--- config.mk ---
export PLATFORM = sky130hd
export DESIGN_NAME = prod_accum_stage
export DESIGN_NICKNAME = d
export VERILOG_FILES = /design/src/rtl/mac_pkg.sv /design/src/rtl/prod_accum_stage_sum_out_buf.sv /design/src/rtl/prod_accum_stage.sv
export SDC_FILE = /design/constraint.sdc
export NUM_CORES = 1
export LEC_CHECK = 0
export ABC_AREA = 1
export CAP_MARGIN = 20
export CORE_UTILIZATION = 44
export CTS_BUF_LIST = sky130_fd_sc_hd__clkbuf_4
export CTS_CLUSTER_DIAMETER = 60
export DETAILED_ROUTE_END_ITERATION = 12
export GPL_ROUTABILITY_DRIVEN = 0
export PLACE_DENSITY = 0.66
export SYNTH_ARGS = -nofsm -noshare
export SYNTH_HDL_FRONTEND = slang
export SYNTH_SLANG_ARGS = --single-unit
export TNS_END_PERCENT = 1
--- constraint.sdc ---
create_clock -name i_clk -period 2.9 [get_ports i_clk]
set_input_delay 0.58 -clock i_clk [delete_from_list [all_inputs] [get_ports i_clk]]
set_output_delay 0.58 -clock i_clk [all_outputs]
set_load 0.01 [all_outputs]
--- src/rtl/mac_pkg.sv ---
// Shared definitions for the product accumulator stage: default widths,
// output buffer state encoding and the optional saturation helper.
package mac_pkg;

    localparam int unsigned PROD_W_DEF  = 32;
    localparam int unsigned ACC_W_DEF   = 40;
    localparam int unsigned VEC_LEN_DEF = 8;

    // Working width of the clip helper; covers any legal ACC_W up to 64.
    localparam int unsigned SAT_W = 64;

    typedef enum logic {BUF_EMPTY, BUF_FULL} buf_state_e;

    typedef struct packed {
        logic             sat;
        logic [SAT_W-1:0] val;
    } sat_res_t;

    // Clip a sign-extended sum to the signed prod_w range; flag when clipped.
    function automatic sat_res_t sat_clip(input logic signed [SAT_W-1:0] acc,
                                          input int unsigned            prod_w);
        logic signed [SAT_W-1:0] hi;
        logic signed [SAT_W-1:0] lo;
        sat_res_t                res;
        hi = (SAT_W'(1) << (prod_w - 1)) - SAT_W'(1);
        lo = ~hi;
        res.sat = 1'b0;
        res.val = acc;
        if (acc > hi) begin
            res.sat = 1'b1;
            res.val = hi;
        end else if (acc < lo) begin
            res.sat = 1'b1;
            res.val = lo;
        end
        return res;
    endfunction

endpackage

--- src/rtl/prod_accum_stage_sum_out_buf.sv ---
// One-entry valid/ready holding register for a finished sum, its product
// count and its saturation flag.
module sum_out_buf
    import mac_pkg::*;
#(
    parameter int unsigned ACC_W = ACC_W_DEF
) (
    input  logic             clk,
    input  logic             rst_n,
    input  logic             load,
    input  logic [ACC_W-1:0] load_sum,
    input  logic [8:0]       load_cnt,
    input  logic             load_sat,
    input  logic             take,
    output logic             valid,
    output logic [ACC_W-1:0] sum,
    output logic [8:0]       cnt,
    output logic             sat
);

    buf_state_e state;
    buf_state_e state_d;

    // State register.
    always_ff @(posedge clk) begin
        if (!rst_n) state <= BUF_EMPTY;
        else        state <= state_d;
    end

    // Next state: a load always leaves the buffer full, even when the old
    // entry drains in the same cycle.
    always_comb begin
        state_d = state;
        case (state)
            BUF_EMPTY: if (load)          state_d = BUF_FULL;
            BUF_FULL:  if (take && !load) state_d = BUF_EMPTY;
            default:                      state_d = BUF_EMPTY;
        endcase
    end

    // Payload registers hold their value until the next load.
    always_ff @(posedge clk) begin
        if (!rst_n) begin
            sum <= '0;
            cnt <= '0;
            sat <= 1'b0;
        end else if (load) begin
            sum <= load_sum;
            cnt <= load_cnt;
            sat <= load_sat;
        end
    end

    assign valid = (state == BUF_FULL);

endmodule

--- src/rtl/prod_accum_stage.sv ---
// Accumulates VEC_LEN signed products (or fewer on flush) into a wide sum
// and hands it to a one-entry output buffer. Define MAC_SAT_EN to clip
// each sum to the signed PROD_W range and report clipping on o_sat.
module prod_accum_stage
    import mac_pkg::*;
#(
    parameter int unsigned PROD_W  = PROD_W_DEF,
    parameter int unsigned VEC_LEN = VEC_LEN_DEF,
    parameter int unsigned ACC_W   = ACC_W_DEF
) (
    input  logic              i_clk,
    input  logic              i_rst_n,
    input  logic              i_prod_valid,
    output logic              o_prod_ready,
    input  logic [PROD_W-1:0] i_prod,
    input  logic              i_flush,
    output logic              o_sum_valid,
    input  logic              i_sum_ready,
    output logic [ACC_W-1:0]  o_sum,
    output logic [8:0]        o_sum_cnt,
    output logic              o_sat
);

    if (VEC_LEN < 1 || VEC_LEN > 256) begin : g_vec_len_chk
        $error("VEC_LEN must be in 1..256");
    end
    if (ACC_W < PROD_W + $clog2(VEC_LEN)) begin : g_acc_w_chk
        $error("ACC_W must be at least PROD_W + clog2(VEC_LEN)");
    end

    logic signed [PROD_W-1:0] prod_s;
    logic signed [ACC_W-1:0]  prod_ext;
    logic signed [ACC_W-1:0]  acc;
    logic signed [ACC_W-1:0]  close_sum;
    logic [8:0]               cnt;
    logic [8:0]               close_cnt;
    logic                     last;
    logic                     blocked;
    logic                     accept;
    logic                     close;
    logic                     buf_full;
    logic [ACC_W-1:0]         load_sum;
    logic                     load_sat;

    assign prod_s   = i_prod;
    assign prod_ext = ACC_W'(prod_s);

    // Stall only when a closing cycle would find the buffer full and not draining.
    // The flush term is folded into close so a stalled flush is ignored too.
    assign last         = (cnt == 9'(VEC_LEN - 1));
    assign blocked      = buf_full && !i_sum_ready && (last || (i_flush && cnt != '0));
    assign o_prod_ready = !blocked;
    assign accept       = i_prod_valid && o_prod_ready;
    assign close        = !blocked && ((accept && last) || (i_flush && (cnt != '0 || accept)));
    assign close_sum    = acc + (accept ? prod_ext : '0);
    assign close_cnt    = cnt + 9'(accept);

`ifdef MAC_SAT_EN
    if (ACC_W > SAT_W) begin : g_sat_w_chk
        $error("ACC_W exceeds the clip helper width");
    end

    sat_res_t clip;

    // Clip the closing sum before it enters the buffer.
    always_comb begin
        clip     = sat_clip(SAT_W'(close_sum), PROD_W);
        load_sum = clip.val[ACC_W-1:0];
        load_sat = clip.sat;
    end
`else
    assign load_sum = close_sum;
    assign load_sat = 1'b0;
`endif

    // Running accumulation; a close restarts the next vector from zero.
    always_ff @(posedge i_clk) begin
        if (!i_rst_n) begin
            acc <= '0;
            cnt <= '0;
        end else if (close) begin
            acc <= '0;
            cnt <= '0;
        end else if (accept) begin
            acc <= acc + prod_ext;
            cnt <= cnt + 9'd1;
        end
    end

    sum_out_buf #(
        .ACC_W(ACC_W)
    ) u_buf (
        .clk      (i_clk),
        .rst_n    (i_rst_n),
        .load     (close),
        .load_sum (load_sum),
        .load_cnt (close_cnt),
        .load_sat (load_sat),
        .take     (i_sum_ready),
        .valid    (buf_full),
        .sum      (o_sum),
        .cnt      (o_sum_cnt),
        .sat      (o_sat)
    );

    assign o_sum_valid = buf_full;

endmodule
==> out/results.txt, run 1 <==
CTS Sinks = 99
fin util = 58.6%
Nets = 2,098
final non-filler cell total = 2,263
Crit. End Element = register
largest net degree at the start of global routing = 57
Worst Slack Setup Final = -0.0997 ns
status = finished with violations
cts bufs inserted = 9
Die X = 152 um
post-layout min period = 3.00 ns
fmax = 333 MHz
Synthesis Warnings = 0
Die Area = 0.0230 mm^2
max cap viols = 0
number of global-route vias before repair = 10.4k
hold_buf cts = 0
mapped cell area = 0.00984 mm^2
Post-synth EDFFs = 0
gr usage total = 27.9%
Cell Count Post-Placement = 2,232
Pre-Repair DR Iteration Count = 5
Synth Area in Simple Gates = 38.8%
largest family of logic cells by synthesized area = simple AND/OR/NAND/NOR gates
H-tree depth = 3
Clock Skew = 0.0437 ns
GRT overflow = 0
first-pass GRT wire length = 49,900 um
Arr. time, crit path = 3.42 ns
mean post-synth cell area = 5.63 um^2
core area = 0.0219 mm^2
Max Buffers Root-to-Sink = 2
I/O Buffers = 87
Synth Flop Type = dfxtp_1
syn nets = 1,868
routed length per placed instance = 14.0 um
TritonCTS clock tree = yes
Layout fillers = 2,191
commonest non-fill, non-tap cells in the layout = 512 x nand2_1, 287 x inv_1, 255 x nor2_1
Via density = 4.98
XOR/XNOR Fraction of Synth Area = 4.72%
Pleak = 6.78 nW
WS Path Type = register to register
Slew Viols, Final = 0
Mapped Cells = 1,747
Fin. Hold Viols = 0
# setup viols final = 18
via count = 11.3k
number of cell rows = 54
DRT iter0 DRCs = 808
clock latency on the worst-skew pair = 0.52 ns
final period utilization = 103%
adder and majority gate portion of the synthesized area = 10.8%
power after layout = 4.41 mW
register area = 0.00198 mm^2
compound-gate portion of the synthesized area = 12.2%
layout cells sized above 1 = 15.5%
Reg2Reg Launch Point = cnt[0]
hold crit path type = register to register
clock slew at reported path FFs = 0.19 ns
root buffer cell = clkbuf_4
die height = 152 um
crit path from = cnt[0]
Synth cell types = 38
Startpoint Class = register
worst slack, placed = -0.556 ns
Critical Path RT = 3.32 ns
Initial Util = 44.9%
P&R area growth vs syn = 30.3%
post-route ant nets = 0
DRC Markers = 0
commonest non-fill, non-tap cell in the layout = nand2_1
RSZ-0062 raised after global routing = yes
PD cells = 344 mW/mm^2
post-route setup TNS = -0.639 ns
Seq/Total Area, Yosys = 20.2%
Hold Startpoint = cnt[8]
crit path max fanout = 11
ys async rst share = 0%
Routed WL = 31,700 um
Multi-input gate area = 0.00704 mm^2
Peak VDD IR = 0.000213 V
Yosys reg bits = 99
I/O pins = 89
failing checks = negative setup slack
initial antenna violation count = 1
mux share of post-synthesis cell area = 0.102%
dpl hpwl = 25,300 um
-- logic make-up (layout without fill, tap and decap cells) --
logic type               count (synthesis)  count (layout)
AND/OR/NAND/NOR                        956             956
buffers and inverters                  327             562
AO/OA/AOI/OAI                          226             226
flip-flops                              99              99
adder cells (fa/ha/maj)                 84              84
XOR/XNOR                                53              53
other                                    1               2
multiplexers                             1               1
-- where the power goes --
part           internal, mW  leakage (nW)  switching, mW  total (mW)
clock network         0.211        0.0805          0.609       0.820
registers              1.49         0.814          0.110        1.60
logic                 0.865          5.89           1.13        2.00
-- cell usage after synthesis, drive strengths merged, types with 9 or more instances --
master,n,area [um^2]
a21oi,123,616
buf,25,160
clkbuf,9,35.0
dfxtp,99,1980
ha,82,1030
inv,292,1100
nand2,544,2060
nand3,91,455
nor2,283,1060
nor3,20,110
o211ai,14,105
o21ai,74,370
xor2,46,403
-- flip-flops by register name, indices dropped and copies added (netlist names) --
register / cells
u_buf.valid: 1
u_buf.cnt: 9
acc: 40
u_buf.sum: 40
cnt: 9
-- critical path, stage by stage (launching register included) --
cell	delay, ns
dfxtp_2	0.37
inv_1	0.08
ha_1	0.15
nand2_1	0.05
nor2_1	0.09
nand2_1	0.08
nand2_2	0.08
nand2_2	0.07
nand2_4	0.09
nand2_8	0.09
buf_12	0.17
nor2_1	0.09
ha_1	0.29
nand2_1	0.09
nand2_1	0.07
buf_4	0.14
a21oi_4	0.14
inv_1	0.07
a21oi_2	0.18
nand3_2	0.16
xor2_1	0.18
nor2_1	0.12
nor2_1	0.06
-- per-stage QoR --
stage | instance area, um^2 | hold slack, ns
after global placement | 12100 | 0.453
final | 12800 | 0.479
after floorplan | 9870 | 0.438
after detailed placement | 12100 | 0.457
after CTS | 12500 | 0.462
after global routing | 12800 | 0.485
-- timing repair --
action                     CTS  global route
buffers inserted            10             3
gates resized for setup     56            79
setup endpoints to repair   30            36
pin swaps                   15            15
gates cloned                 1             0
-- layer usage --
metal | wire length [um] | part of all wire [%] | vias up | track usage (%)
met1 | 14700 | 46 | 4988 | 37.2
met5 | 0 | 0 | - | 0
met4 | 915 | 2.9 | 0 | 9.21
met3 | 1740 | 5.5 | 57 | 3.71
met2 | 14300 | 45 | 322 | 46.2
li1 | - | - | 5907 | -
-- cell type report --
| class | instances | share of cell area, % |
|---|---|---|
| diodes | 1 | 0.0195 |
| clock buffers | 9 | 0.527 |
| clock inverters | 7 | 0.634 |
| inverters | 293 | 8.58 |
| multi-input cells | 1321 | 54.9 |
| flip-flops and latches | 99 | 15.5 |
| well taps | 280 | 2.73 |
| repair buffers | 253 | 17.1 |
-- final timing paths --
check,end,slack [ns],cells past startpoint
setup / recovery,u_buf.sum[22],-0.1,22
hold / removal,cnt[8],0.48,2
setup reg to reg,u_buf.sum[22],-0.1,22
hold reg to reg,cnt[8],0.48,2
Power figures use the tool's default switching activity.
==> run 2, diff against run 1 <==
- GPL_ROUTABILITY_DRIVEN: 0 -> unset
- GPL_TIMING_DRIVEN: unset -> 0
==> out/results.txt, run 2 (synthesized netlist as in run 1, its figures left out) <==
Pleak = 6.37 nW
commonest non-fill, non-tap cells in the layout = 492 x nand2_1, 282 x inv_1, 240 x nor2_1
first-pass GRT wire length = 51,800 um
gr usage total = 29.6%
TritonCTS clock tree = yes
crit path max fanout = 7
worst slack, placed = -1.07 ns
layout cells sized above 1 = 14.8%
Min Hold Slack = 0.475 ns
Routed WL = 34,200 um
Max transition margin = 50.2%
status = finished with violations
DRC Markers = 0
initial antenna violation count = 1
hold_buf cts = 0
number of cell rows = 54
largest net degree at the start of global routing = 20
core area = 0.0219 mm^2
final period utilization = 106%
Pre-Repair DR Iteration Count = 5
WS Path Type = register to register
Fin. Hold Viols = 0
max cap viols = 0
number of global-route vias before repair = 10.1k
CP most frequent cell = nand2_2
Crit. End Element = register
cts bufs inserted = 9
Die Area = 0.0230 mm^2
dpl hpwl = 27,300 um
root buffer cell = clkbuf_4
P&R area growth vs syn = 28.4%
Critical Path RT = 3.33 ns
via count = 11.2k
hold crit path type = register to register
post-layout min period = 3.07 ns
failing checks = negative setup slack
Startpoint Class = register
# setup viols final = 28
GRT overflow = 0
Peak VDD IR = 0.000205 V
Arr. time, crit path = 3.50 ns
Die X = 152 um
post-route ant nets = 0
Nets = 2,013
DRT iter0 DRCs = 765
Via density = 5.15
biggest regs = acc (40), u_buf.sum (40)
Max Buffers Root-to-Sink = 2
Initial Util = 44.9%
Layout fillers = 2,247
Clock Skew = 0.0285 ns
fin util = 57.7%
slowest cell on the critical path = dfxtp_1
Slew Viols, Final = 0
clock slew at reported path FFs = 0.19 ns
post-route setup TNS = -2.86 ns
Max stage delay on crit path = 0.53 ns
RSZ-0062 raised after global routing = yes
RePlAce Congestion = 0.974
power after layout = 4.42 mW
commonest non-fill, non-tap cell in the layout = nand2_1
fmax = 325 MHz
clock latency on the worst-skew pair = 0.51 ns
H-tree depth = 3
PD cells = 350 mW/mm^2
Worst Slack Setup Final = -0.173 ns
Cell Chain, Critical Path = inv_2, nand2_2, nor2_1, nand2_1, nand2_2, nand2_2, nand2_4, nand2_8, buf_12, buf_8, nor2_4, ha_4, fa_2, nand3_1, nand3_2, nand2_1, nand3_2, buf_4, buf_4, xor2_1, o21ai_1, nor2_1
CTS Sinks = 99
I/O Buffers = 87
routed length per placed instance = 15.7 um
I/O pins = 89
Slew @ Worst Pin = 0.747 ns
die height = 152 um
==> run 2: worst paths after layout <==
path / from / endpoint / slack, ns / depth (start not counted)
worst min-delay path: u_buf.sum[13] / u_buf.sum[13] / 0.48 / 2
worst min register to register: u_buf.sum[13] / u_buf.sum[13] / 0.48 / 2
worst max-delay path: cnt[2] / u_buf.sum[8] / -0.17 / 22
worst max register to register: cnt[2] / u_buf.sum[8] / -0.17 / 22
==> run 2: timing repair <==
action,in CTS,in global routing
pin swaps,45,42
gates resized for setup,117,131
endpoints found under the hold margin,0,0
buffers inserted,38,7
setup endpoints to repair,38,40
gates cloned,1,1
==> run 2: cell type report <==
type,instances,area [um^2],share of cell area [%]
antenna,1,2.50,0.0198
buffer,34,256,2.03
clock buffer,9,67.6,0.535
clock inverter,7,67.6,0.535
inverter,293,1100,8.73
multi-input combinational,1321,7520,59.5
sequential,99,1990,15.7
tap,280,350,2.77
timing repair buffer,134,1280,10.1
==> run 2: worst max-delay path: cells and delay by family (launching register included) <==
kind | cells | cell delay [ns]
adders and majority gates | 2 | 0.54
AOI/OAI and AO/OA | 1 | 0.12
buffers and inverters | 5 | 0.68
DFF | 1 | 0.53
xor gates and xnor gates | 1 | 0.14
and+or+nand+nor | 13 | 0.97
==> run 2: per-layer routing <==
layer,track usage [%],share of wire [%],routed length [um],vias up
met5,0,0,0,-
met4,9.31,2.5,860,0
met3,2.31,4.4,1520,54
met2,49.8,46,15900,322
met1,39.9,47,15900,5106
li1,-,-,-,5729
==> run 2: stage by stage <==
| step | cells | instance area, um^2 |
|---|---|---|
| floorplan | 1747 | 9870 |
| global placement | 2114 | 11100 |
| detailed placement | 2114 | 11100 |
| CTS | 2169 | 12000 |
| global route | 2178 | 12600 |
| finish | 2178 | 12600 |
==> run 2: power breakdown <==
| part | internal (mW) | leakage, nW | switching (mW) |
|---|---|---|---|
| logic | 0.834 | 5.48 | 1.20 |
| registers | 1.49 | 0.815 | 0.116 |
| clock network | 0.201 | 0.0725 | 0.585 |
| total | 2.52 | 6.37 | 1.90 |
